### config.mk
export PLATFORM = sky130hd
export DESIGN_NAME = instr_fetch
export DESIGN_NICKNAME = d
export VERILOG_FILES = /design/src/rtl/instr_fetch.sv
export SDC_FILE = /design/constraint.sdc
export NUM_CORES = 1
export LEC_CHECK = 0
export BUFFER_PORTS_ARGS = -buffer_cell sky130_fd_sc_hd__buf_2
export CELL_PAD_IN_SITES_DETAIL_PLACEMENT = 1
export CELL_PAD_IN_SITES_GLOBAL_PLACEMENT = 1
export CORE_UTILIZATION = 47
export CTS_BUF_LIST = sky130_fd_sc_hd__clkbuf_8
export DETAILED_ROUTE_END_ITERATION = 10
export PLACE_DENSITY = 0.82
export SLEW_MARGIN = 20
export SYNTH_ARGS = -nofsm -noshare
export SYNTH_HDL_FRONTEND = slang
export SYNTH_SLANG_ARGS = --single-unit
### constraint.sdc
create_clock -name clk -period 6 [get_ports clk]
set_input_delay 0.9 -clock clk [delete_from_list [all_inputs] [get_ports clk]]
set_output_delay 0.9 -clock clk [all_outputs]
set_load 0.005 [all_outputs]
### src/rtl/instr_fetch.sv
// Instruction fetch front end: issues word-aligned fetches, pairs in-order responses
// with their issue addresses, and buffers {pc, instr} for the IF/ID register.
module instr_fetch #(
    parameter logic [31:0] RESET_PC = 32'h0000_0000,
    parameter int unsigned DEPTH    = 2
) (
    input  logic        clk,
    input  logic        rst,
    output logic        imem_req_valid,
    output logic [31:0] imem_req_addr,
    input  logic        imem_req_ready,
    input  logic        imem_rsp_valid,
    input  logic [31:0] imem_rsp_data,
    input  logic        redirect_valid,
    input  logic [31:0] redirect_pc,
    input  logic        if_id_write,
    output logic [63:0] if_id_d,
    output logic        if_id_valid
);
    // state | meaning
    // BOOT  | first cycle out of reset, no requests
    // RUN   | normal fetch, responses land in the buffer
    // DRAIN | stale responses from before a redirect are being discarded
    typedef enum logic [1:0] {BOOT, RUN, DRAIN} state_e;

    localparam int unsigned PW = (DEPTH > 1) ? $clog2(DEPTH) : 1;
    localparam int unsigned CW = PW + 1;

    state_e          state_q, state_d;
    logic [31:0]     fetch_pc_q, fetch_pc_d;
    logic [CW-1:0]   outst_q, outst_d;
    logic [CW-1:0]   drop_q, drop_d;
    logic [CW-1:0]   count_q, count_d;
    logic [PW-1:0]   rd_ptr_q, rd_ptr_d;
    logic [PW-1:0]   wr_ptr_q, wr_ptr_d;
    logic [PW-1:0]   aq_head_q, aq_head_d;
    logic [PW-1:0]   aq_tail_q, aq_tail_d;
    logic [31:0]     fifo_pc_q    [DEPTH];
    logic [31:0]     fifo_instr_q [DEPTH];
    logic [31:0]     aq_q         [DEPTH];

    logic            req_fire;
    logic            rsp_fire;
    logic            push;
    logic            pop;
    logic [CW:0]     occ_sum;
    logic            unused_rpc_lsb;

    assign unused_rpc_lsb = ^redirect_pc[1:0];
    assign occ_sum        = {1'b0, count_q} + {1'b0, outst_q};
    assign imem_req_addr  = fetch_pc_q;
    assign if_id_valid    = (count_q != '0);
    assign if_id_d        = if_id_valid ? {fifo_pc_q[rd_ptr_q], fifo_instr_q[rd_ptr_q]} : 64'd0;

    always_comb begin
        state_d    = state_q;
        fetch_pc_d = fetch_pc_q;
        drop_d     = drop_q;
        rd_ptr_d   = rd_ptr_q;
        wr_ptr_d   = wr_ptr_q;
        count_d    = count_q;
        aq_head_d  = aq_head_q;
        aq_tail_d  = aq_tail_q;

        imem_req_valid = (state_q == RUN) && (occ_sum < (CW+1)'(DEPTH)) && !redirect_valid;
        req_fire       = imem_req_valid && imem_req_ready;
        // Responses with nothing outstanding cannot be ours (e.g. left over from before reset).
        rsp_fire       = imem_rsp_valid && (outst_q != '0);
        push           = rsp_fire && (drop_q == '0) && !redirect_valid;
        pop            = if_id_valid && if_id_write && !redirect_valid;

        outst_d = outst_q + CW'(req_fire) - CW'(rsp_fire);

        if (req_fire) begin
            fetch_pc_d = fetch_pc_q + 32'd4;
            aq_tail_d  = aq_tail_q + PW'(1);
        end
        if (rsp_fire) begin
            aq_head_d = aq_head_q + PW'(1);
            if (drop_q != '0) begin
                drop_d = drop_q - CW'(1);
            end
        end
        if (push) begin
            wr_ptr_d = wr_ptr_q + PW'(1);
        end
        if (pop) begin
            rd_ptr_d = rd_ptr_q + PW'(1);
        end
        count_d = count_q + CW'(push) - CW'(pop);

        unique case (state_q)
            BOOT:    state_d = RUN;
            RUN:     state_d = RUN;
            DRAIN:   state_d = (drop_d == '0) ? RUN : DRAIN;
            default: state_d = BOOT;
        endcase

        // Redirect overrides everything: every request still in flight becomes stale.
        if (redirect_valid) begin
            fetch_pc_d = {redirect_pc[31:2], 2'b00};
            rd_ptr_d   = '0;
            wr_ptr_d   = '0;
            count_d    = '0;
            drop_d     = outst_d;
            state_d    = (outst_d != '0) ? DRAIN : RUN;
        end
    end

    always_ff @(posedge clk) begin
        if (!rst) begin
            state_q    <= BOOT;
            fetch_pc_q <= RESET_PC;
            outst_q    <= '0;
            drop_q     <= '0;
            count_q    <= '0;
            rd_ptr_q   <= '0;
            wr_ptr_q   <= '0;
            aq_head_q  <= '0;
            aq_tail_q  <= '0;
        end else begin
            state_q    <= state_d;
            fetch_pc_q <= fetch_pc_d;
            outst_q    <= outst_d;
            drop_q     <= drop_d;
            count_q    <= count_d;
            rd_ptr_q   <= rd_ptr_d;
            wr_ptr_q   <= wr_ptr_d;
            aq_head_q  <= aq_head_d;
            aq_tail_q  <= aq_tail_d;
        end
    end

    always_ff @(posedge clk) begin
        if (req_fire) begin
            aq_q[aq_tail_q] <= fetch_pc_q;
        end
        if (push) begin
            fifo_pc_q[wr_ptr_q]    <= aq_q[aq_head_q];
            fifo_instr_q[wr_ptr_q] <= imem_rsp_data;
        end
    end

endmodule

==> flow_summary_export.csv, run 1 <==
group,metric,value,unit
routing,num_vias,6080,
floorplan,core-area,19020,sq um
clock_tree,htreeDepth,2,
power,comb_power_share,11.6,%
placed_design,dp_hpwl,14880,um
sta,maxSlewViolCount,0,
floorplan,ioPinCount,168,
global_routing,antenna_found_initial,0,
cells_and_area,antenna_cells,0,
synthesis,yosys.area_share.simple,9.859,%
flow_run,drv_cap,0,
power,p_per_area,330.5,nW/um^2
synthesis,synth_common_cells,"edfxtp_1, nor2_1, mux2i_1, dfxtp_1, mux2_2",
synthesis,synthAdderAreaFrac,0.8926,%
placed_design,post_dp_cell_area,10300,sq um
placed_design,port_buffers,161,
worst_hold_path,hold_depth,2,
clock_tree,cts_resized,0,
sta,maxClockFrequency,0.2709,GHz
setup_path,worstSetupPathType,"reg -> reg",
power,p_leak,0.004146,uW
sta,finalCriticalPeriod,3.691,ns
clock_tree,cts_sinks,228,
power,p_clk_share,36.3,%
setup_path,worst_ep_arrival_time,4.10,ns
sta,tns,0,ns
synthesis,synth_ff_type,"edfxtp_1",
routing,first_iter_violations,265,
sta,skew,0.01698,ns
setup_path,worst-path-stages,12,
placed_design,place_congestion,0.8305,
synthesis,netlist_instances,660,
synthesis,synth_top_cell_by_area,"edfxtp_1",
clock_tree,cts.path.max_buffers,3,
synthesis,synthTopCellsByArea,"edfxtp_1, dfxtp_1, mux2i_1, mux2_2, nor2_1",
clock_tree,hold_buffers,0,
global_routing,overflow,0,
outcome,status,"finished clean",
power,p_int,2738,uW
clock_tree,cts_tree,"built",
routing,drcViolationCount,0,
sta,rsz0062_at_grt,"no",
sta,setup-violations-final,0,
routing,ant_nets,0,
setup_path,endpoint_kind,"flip-flop",
setup_path,regToRegSetupSlack,2.31,ns
setup_path,reg2reg_to,"state_q[0]$_SDFF_PN0_",
routing,via_per_inst,5.404,
setup_path,startpoint,"count_q[0]$_SDFF_PP0_",
setup_path,slowest_stage,"or3b_1",
sta,tightestPinTransition,0.9475,ns
synthesis,synth_top_family_by_area,"multiplexers",
clock_tree,insertion_delay,0.53,ns
global_routing,grt_pass1_vias,6436,
routing,drt-total-wl,22420,um
sta,slew_headroom,36.76,%
synthesis,synth_most_common_cell,"edfxtp_1",
cells_and_area,regArea,6410,sq um
cells_and_area,multi_input_area,2675,sq um
synthesis,syn_area_per_cell,14.02,sq um
global_routing,grt_start_max_net_pins,64,
synthesis,yosysUniqueCellTypes,50,
cells_and_area,drive_gt1_share,30.06,%
synthesis,netlist.area_leader.share,59.72,%
synthesis,synth-xor-area-share,2.556,%
synthesis,yosysSeqAreaShare,69.25,%
floorplan,start_util,48.64,%
setup_path,reg2reg_from,"count_q[0]$_SDFF_PP0_",
setup_path,cp-start-kind,"flip-flop",
global_routing,grt_first_pass_wirelength,34450,um
clock_tree,post-cts-setup-buffers,0,
cells_and_area,syn2layout_area_growth,19.91,%
setup_path,cp_max_fo,13,
power,p_switching,928.7,uW
clock_tree,cts.reportedPaths.clkPinSlew,0.05,ns
floorplan,dieArea,20250,sq um
setup_path,critPathBufInv,2,
synthesis,ys_warn_count,0,
cells_and_area,final_area,11090,sq um
synthesis,ys_ff_latch,228,
routing,dr.pass1.iters,4,
floorplan,fp.dieH,142.3,um
power,p_sw_share,25.33,%
cells_and_area,fin_nets,912,
synthesis,synth-compound-area-share,4.774,%
synthesis,syn-cell-area,9251,sq um
clock_tree,cts_root_buf,"clkbuf_8",
sta,fin_crit_sh,61.52,%
routing,wl_per_cell,19.93,um
floorplan,die_w,142.3,um
synthesis,async_flop_share,0,%
global_routing,track_usage,22.50,%
power,p_seq_share,52.1,%
cells_and_area,fillers,1950,
synthesis,synth.area.mux_share,10.47,%
setup_path,worstSetupEndpoint,"state_q[0]$_SDFF_PN0_",
synthesis,synth_edf_count,184,
setup_path,path_cells,"and2_1 -> fa_1 -> or3b_1 -> nor3_4 -> inv_2 -> ha_1 -> inv_1 -> ha_1 -> xnor2_1 -> xnor2_1 -> o21ai_0 -> o311a_1",
clock_tree,cts_buffers,38,
setup_path,ff2ff_path_depth,12,
setup_path,slowest_delay,0.58,ns
setup_path,cp.required,6.41,ns
power,max-vdd-ir-drop,179.8,uV
sta,hold_viol_final,0,
setup_path,cpLargestDelayFamily,"simple AND/OR/NAND/NOR gates",
floorplan,rows,50,
worst_hold_path,hp-class,"reg -> reg",
-- flip-flops by register name, summed over array words and instances, names as in the netlist, 2 cells and up, named ones only --
register,cells
drop_q,2
fifo_instr_q,64
outst_q,2
imem_req_addr,30
state_q,2
count_q,2
fifo_pc_q,60
aq_q,60
-- worst min-delay path by stage --
stage | start | endpoint | slack [ns]
finish | rd_ptr_q$_SDFFE_PP0P_ | rd_ptr_q$_SDFFE_PP0P_ | 0.52
global route | imem_rsp_data[23] | fifo_instr_q[1][23]$_DFFE_PP_ | 0.53
CTS | imem_rsp_data[21] | fifo_instr_q[1][21]$_DFFE_PP_ | 0.52
detailed placement | drop_q[1]$_SDFF_PN0_ | drop_q[0]$_SDFF_PN0_ | 0.50
global placement | drop_q[1]$_SDFF_PN0_ | drop_q[0]$_SDFF_PN0_ | 0.47
floorplan | drop_q[1]$_SDFF_PN0_ | drop_q[0]$_SDFF_PN0_ | 0.45
-- stage by stage --
step | hold slack (ns) | worst slack (ns) | power [uW] | util (%) | std cells
final | 0.5172 | 2.309 | 3667 | 58.33 | 1125
after detailed placement | 0.5030 | 2.127 | 2366 | 54.17 | 1054
after global routing | 0.5297 | 2.122 | 3813 | 58.33 | 1125
after global placement | 0.4722 | 2.283 | 2323 | 54.17 | 1054
after floorplan | 0.4523 | 1.407 | 2203 | - | 663
after CTS | 0.5187 | 2.327 | 3702 | 58.04 | 1123
-- per-layer routing --
metal  routed length, um  GRT usage [%]  vias up
met5                   0              0        -
met4                 521          9.168        0
met3                1361          4.812       43
met2               11500          39.55      213
met1                9036          26.82     3034
li1                    -              -     2790
-- worst reg2reg max path: stages (launching register included) --
cell and delay [ns]:
dfxtp_1 0.40, and2_1 0.17, fa_1 0.42, or3b_1 0.58
nor3_4 0.47, inv_2 0.24, ha_1 0.34, inv_1 0.04
ha_1 0.18, xnor2_1 0.14, xnor2_1 0.25, o21ai_0 0.16
o311a_1 0.19
-- cell families (layout without fill, tap and decap cells) --
| family | Yosys count | in the layout |
|---|---|---|
| compound gates | 70 | 70 |
| xor+xnor | 27 | 27 |
| fa+ha+maj | 6 | 6 |
| buf+inv | 47 | 249 |
| flops | 228 | 228 |
| mux | 93 | 93 |
| other cells | 1 | 4 |
| simple gates | 188 | 188 |
-- cell usage in the layout (no fill, tap or decap), types with 3 or more instances in the layout --
cell type and n:
buf_2 161, and3_1 14, and2_1 12, nand3_1 18, o2bb2ai_1 4, ha_1 5, xnor2_1 12, nor2_1 78
clkinv_1 9, o21a_1 4, clkbuf_8 41, o211a_1 3, clkinv_2 8, nand2_1 26, edfxtp_1 184, inv_1 18
nor3_1 4, buf_4 6, xor2_1 15, nand2b_1 3, a21boi_0 3, conb_1 4, nor4_1 4, o21ai_0 27
dfxtp_1 43, mux2i_1 63, o311ai_0 4, nand4_1 14, mux2_2 30, a21oi_1 14
-- power groups by stage --
stage               Clock (uW)  Combinational [uW]  Sequential, uW
finish                    1330                 427            1910
global route              1420                 471            1920
CTS                       1360                 424            1910
detailed placement           0                 421            1950
global placement             0                 388            1930
floorplan                    0                 283            1920
-- layout make-up --
cell class / instances / share of cell area [%]
clock buffers: 41 / 5.087
flip-flops and latches: 228 / 57.78
repair buffers: 169 / 8.166
clock inverters: 28 / 1.545
inverters: 11 / 0.3722
multi-input cells: 388 / 24.11
well taps: 260 / 2.933
No activity file was read; power rests on OpenSTA's default activity.
==> run 2: changes to the inputs <==
CORE_UTILIZATION = 42   (was 47)
PLACE_DENSITY = 0.77   (was 0.82)
clock period = 3 ns   (was 6 ns; I/O delays follow)
==> run 2 against run 1 <==
Global-route usage decreased by 3.0 points. Combinational power increased by 110%. Die area increased by 12%. Worst hold slack got worse by 0.41 ns. Highest routed layer unchanged. Clock power increased by 89%. Largest power group unchanged. Sequential cell count unchanged.
==> flow_summary_export.csv, run 2 (same netlist as run 1, synthesis figures left out) <==
group,metric,value,unit
outcome,status,"finished clean",
placed_design,dp_hpwl,14610,um
sta,slew_headroom,37.82,%
clock_tree,htreeDepth,2,
power,p_switching,1846,uW
power,p_clk_share,34.8,%
setup_path,cp.required,3.41,ns
setup_path,ff2ff_path_depth,13,
floorplan,start_util,43.46,%
power,p_int,5411,uW
sta,fin_ws,0.1708,ns
placed_design,dp_slack,0.1022,ns
routing,first_iter_violations,288,
clock_tree,cts_buffers,39,
routing,wl_per_cell,18.95,um
power,p_per_area,647.8,nW/um^2
cells_and_area,largest_reg_flops,64,
worst_hold_path,hp-class,"in -> reg",
cells_and_area,fin_nets,923,
routing,drt-total-wl,21800,um
sta,tns,0,ns
floorplan,dieArea,22620,sq um
sta,setup-violations-final,0,
floorplan,fp.dieH,150.4,um
power,max-vdd-ir-drop,263.0,uV
routing,drcViolationCount,0,
global_routing,grt_pass1_vias,6382,
sta,finalCriticalPeriod,2.829,ns
cells_and_area,antenna_cells,0,
cells_and_area,drive_gt1_share,31.20,%
clock_tree,cts_root_buf,"clkbuf_8",
cells_and_area,reg_top3,"fifo_instr_q x64, aq_q x60, fifo_pc_q x60",
power,p_sw_share,25.43,%
floorplan,die_w,150.4,um
clock_tree,cts.path.max_buffers,3,
cells_and_area,layout_commonest_cell,"edfxtp_1",
cells_and_area,layout_common_cells,"edfxtp_1, buf_2, nor2_1",
global_routing,track_usage,19.54,%
global_routing,overflow,0,
clock_tree,cts_sinks,228,
flow_run,drv_cap,0,
setup_path,cp_max_fo,3,
cells_and_area,fillers,2202,
sta,hold_viol_final,0,
clock_tree,insertion_delay,0.53,ns
placed_design,port_buffers,161,
routing,dr.pass1.iters,5,
power,p_seq_share,52.7,%
sta,fin_crit_sh,94.31,%
setup_path,worstSetupPathType,"reg -> reg",
routing,via_per_inst,5.243,
global_routing,grt_first_pass_wirelength,33730,um
floorplan,ioPinCount,168,
floorplan,rows,53,
setup_path,worst_ep_arrival_time,3.24,ns
routing,num_vias,6029,
clock_tree,hold_buffers,0,
sta,maxClockFrequency,0.3535,GHz
sta,maxSlewViolCount,0,
sta,rsz0062_at_grt,"no",
clock_tree,cts.reportedPaths.clkPinSlew,0.06,ns
placed_design,place_congestion,0.8422,
cells_and_area,syn2layout_area_growth,21.10,%
power,comb_power_share,12.6,%
floorplan,core-area,21290,sq um
routing,ant_nets,0,
power,p_leak,0.004196,uW
worst_hold_path,hold_depth,1,
setup_path,cp-start-kind,"flip-flop",
global_routing,antenna_found_initial,0,
clock_tree,cts_tree,"built",
global_routing,grt_start_max_net_pins,63,
cells_and_area,regMostFlops,"fifo_instr_q",
setup_path,endpoint_kind,"flip-flop",
sta,tightestPinTransition,0.9317,ns
sta,skew,0.01907,ns
==> run 2: changes by cell type in the layout (fill, tap and decap cells not counted), moves of 4 or more <==
cell      change
inv_1         +4
buf_12        +4
clkinv_2      -5
buf_4         +8
==> run 2: worst max-delay path, stage by stage, from the launching register on <==
cell,delay [ns]
dfxtp_2,0.33
and2_4,0.15
fa_1,0.43
or3b_1,0.42
nor3_4,0.23
inv_2,0.08
ha_4,0.26
inv_2,0.03
ha_2,0.17
xnor2_2,0.15
xnor2_2,0.16
nand2_1,0.08
o21ai_0,0.09
and2_1,0.16
==> run 2: area by class of cell <==
class                           instances  area [sq um]  area share (%)
Multi-Input combinational cell        388          2716           24.25
Timing Repair Buffer                  179         991.0           8.845
Tap cell                              275         344.1           3.071
Clock inverter                         29         147.6           1.318
Sequential cell                       228          6412           57.24
Clock buffer                           40         550.5           4.914
Inverter                               11         41.29          0.3686
==> run 2: repair_timing <==
| item | 4_1_cts | 5_1_grt |
|---|---|---|
| buffers inserted | 0 | 0 |
| endpoints found under the setup margin | 0 | 3 |
| gates resized for setup | 0 | 3 |
==> run 2: path summary, 6_finish.rpt <==
path                              start                             to  slack [ns]
setup / recovery  outst_q[0]$_SDFF_PN0_           drop_q[1]$_SDFF_PN0_        0.17
hold / removal        imem_rsp_data[20]  fifo_instr_q[0][20]$_DFFE_PP_        0.11
setup reg to reg  outst_q[0]$_SDFF_PN0_           drop_q[1]$_SDFF_PN0_        0.17
hold reg to reg   rd_ptr_q$_SDFFE_PP0P_                      flip-flop        0.50
==> run 2: per-layer routing <==
metal	share of wire, %	vias to the layer above	global-route usage [%]
met2	50	230	34.40
met1	41	2941	23.54
met5	0	-	0
li1	-	2815	-
met4	2.2	0	6.667
met3	6.6	43	4.273
==> run 2: power groups by stage <==
stage | sequential [uW] | clock, uW | combinational, uW
6_report | 3820 | 2520 | 913
2_1_floorplan | 3830 | 0 | 597
4_1_cts | 3820 | 2610 | 909
3_3_place_gp | 3870 | 0 | 851
5_1_grt | 3840 | 2740 | 1000
3_5_place_dp | 3890 | 0 | 900
==> run 2: metrics by stage <==
step | power (uW) | utilization, % | instance area (sq um) | hold slack (ns) | cells
CTS | 7341 | 52.57 | 11190 | 0.06119 | 1150
global route | 7579 | 52.63 | 11200 | 0.07122 | 1150
floorplan | 4431 | - | 9314 | 0.4523 | 663
finish | 7257 | 52.63 | 11200 | 0.1065 | 1150
global placement | 4719 | 49.29 | 10490 | 0.4616 | 1081
detailed placement | 4787 | 49.29 | 10490 | 0.4953 | 1081
==> run 3: changes to the inputs <==
CORE_MARGIN = 2   (was not set)
==> run 3 against run 2 <==
Setup slack lost 0.033 ns. Fmax fell by 1.2%. Clock skew grew 0.0012 ns. Die area is 2.7% higher. Global-route usage fell by 0.58 points. Critical endpoint is now imem_req_valid. Largest cell class unchanged.
==> flow_summary_export.csv, run 3 (same netlist as run 1, synthesis figures left out) <==
group,metric,value,unit
sta,finalCriticalPeriod,2.862,ns
routing,dr.pass1.iters,5,
routing,wl_per_cell,18.66,um
placed_design,dp_hpwl,14910,um
floorplan,dieArea,23230,sq um
flow_run,drv_cap,0,
setup_path,reg2reg_from,"count_q[0]$_SDFF_PP0_",
global_routing,antenna_found_initial,0,
floorplan,ioPinCount,168,
setup_path,ff2ff_path_depth,12,
setup_path,worst-path-stages,6,
clock_tree,cts.path.max_buffers,3,
cells_and_area,regMostFlops,"fifo_instr_q",
setup_path,worstSetupEndpoint,"imem_req_valid",
routing,num_vias,6021,
sta,fin_crit_sh,95.41,%
sta,skew,0.02031,ns
routing,drt-total-wl,21740,um
sta,maxClockFrequency,0.3494,GHz
power,p_seq_share,52.1,%
power,p_leak,0.004275,uW
floorplan,core-area,21690,sq um
setup_path,regToRegSetupSlack,0.18,ns
sta,tightestPinTransition,0.6915,ns
routing,ant_nets,0,
outcome,status,"finished clean",
setup_path,reg2reg_to,"state_q[0]$_SDFF_PN0_",
setup_path,cpLargestDelayFamily,"simple AND/OR/NAND/NOR gates",
floorplan,rows,54,
setup_path,slowest_stage,"or3b_1",
cells_and_area,layout_common_cells,"edfxtp_1, buf_2, nor2_1",
power,p_sw_share,24.77,%
sta,rsz0062_at_grt,"no",
sta,maxSlewViolCount,0,
routing,drcViolationCount,0,
sta,slew_headroom,53.90,%
global_routing,track_usage,18.96,%
cells_and_area,reg_top3,"fifo_instr_q x64, aq_q x60, fifo_pc_q x60",
global_routing,grt_pass1_vias,6342,
power,p_clk_share,34.9,%
setup_path,cp.required,2.55,ns
cells_and_area,drive_gt1_share,32.09,%
cells_and_area,fin_nets,933,
setup_path,critPathBufInv,2,
global_routing,grt_start_max_net_pins,63,
cells_and_area,layout_commonest_cell,"edfxtp_1",
setup_path,cp-start-kind,"flip-flop",
placed_design,post_dp_cell_area,10590,sq um
cells_and_area,antenna_cells,0,
clock_tree,cts.reportedPaths.clkPinSlew,0.06,ns
power,power,7333,uW
setup_path,slowest_delay,0.41,ns
setup_path,worstSetupPathType,"reg -> out",
sta,hold_viol_final,0,
floorplan,fp.dieH,152.4,um
routing,via_per_inst,5.168,
cells_and_area,fillers,2274,
placed_design,port_buffers,161,
floorplan,die_w,152.4,um
cells_and_area,final_util,52.17,%
clock_tree,htreeDepth,2,
placed_design,place_congestion,0.8554,
power,comb_power_share,13.0,%
cells_and_area,largest_reg_flops,64,
setup_path,endpoint_kind,"primary output",
power,p_per_area,648.0,nW/um^2
power,p_int,5517,uW
routing,first_iter_violations,222,
worst_hold_path,hp-class,"in -> reg",
setup_path,startpoint,"count_q[0]$_SDFF_PP0_",
setup_path,path_cells,"and2_4 -> fa_1 -> or3b_1 -> buf_4 -> nor3_1 -> buf_2",
clock_tree,cts_sinks,228,
cells_and_area,final_area,11320,sq um
sta,setup-violations-final,0,
clock_tree,cts_tree,"built",
global_routing,overflow,0,
clock_tree,cts_root_buf,"clkbuf_8",
clock_tree,insertion_delay,0.52,ns
clock_tree,cts_buffers,39,
floorplan,start_util,42.66,%
setup_path,worst_ep_arrival_time,2.41,ns
power,max-vdd-ir-drop,259.3,uV
cells_and_area,multi_input_area,2713,sq um
cells_and_area,regArea,6412,sq um
global_routing,grt_first_pass_wirelength,34870,um
worst_hold_path,worstHoldStart,"imem_rsp_data[31]",
setup_path,cp_max_fo,8,
cells_and_area,syn2layout_area_growth,22.32,%
power,p_switching,1816,uW
-- run 3: timing repair --
item / CTS / global route
hold buffers: 0 / 0
endpoints found under the setup margin: 0 / 4
gates resized for setup: 0 / 2
setup buffers: 0 / 0
-- run 3: metal layers --
metal / global-route usage, % / up-vias / wire length (um) / share of wire (%)
li1: - / 2835 / - / -
met4: 6.041 / 0 / 539 / 2.5
met5: 0 / - / 0 / 0
met1: 24.65 / 2950 / 9471 / 44
met3: 3.982 / 36 / 1091 / 5.0
met2: 32.05 / 200 / 10640 / 49
-- run 3: cell type report --
| type | count | area share (%) |
|---|---|---|
| inverter | 11 | 0.3649 |
| clock buffer | 43 | 5.230 |
| timing repair buffer | 189 | 9.531 |
| multi-input combinational | 388 | 23.97 |
| sequential | 228 | 56.67 |
| clock inverter | 26 | 1.139 |
| tap | 280 | 3.096 |
-- run 3: worst min path at each step --
stage / end / depth (start not counted)
after global routing: fifo_instr_q[0][5]$_DFFE_PP_ / 1
final: fifo_instr_q[1][31]$_DFFE_PP_ / 1
after floorplan: drop_q[0]$_SDFF_PN0_ / 2
after global placement: drop_q[0]$_SDFF_PN0_ / 2
after detailed placement: drop_q[0]$_SDFF_PN0_ / 2
after CTS: fifo_instr_q[1][31]$_DFFE_PP_ / 1
-- run 3: power by group through the flow --
stage	combinational (uW)	clock [uW]	sequential [uW]
6_report	953	2560	3820
5_1_grt	1060	2780	3840
2_1_floorplan	597	0	3830
3_5_place_dp	951	0	3890
4_1_cts	958	2630	3820
3_3_place_gp	911	0	3870
-- run 3: stage by stage --
stage,setup slack [ns],hold WS [ns],std cells,setup TNS (ns)
2_1_floorplan,-0.06114,0.4523,663,-0.1337
3_3_place_gp,0.1143,0.4726,1096,0
3_5_place_dp,0.04704,0.4845,1096,0
4_1_cts,0.04378,0.08426,1165,0
5_1_grt,0.02374,0.09240,1165,0
6_report,0.1376,0.1227,1165,0
-- run 3: worst register-to-register path: stages, from the launching register on --
cell     delay, ns
dfxtp_2       0.36
and2_4        0.15
fa_1          0.39
or3b_1        0.41
nor3_4        0.22
inv_2         0.08
ha_4          0.26
inv_2         0.03
ha_2          0.17
xnor2_2       0.20
xnor2_2       0.16
o21ai_1       0.12
o311a_1       0.15
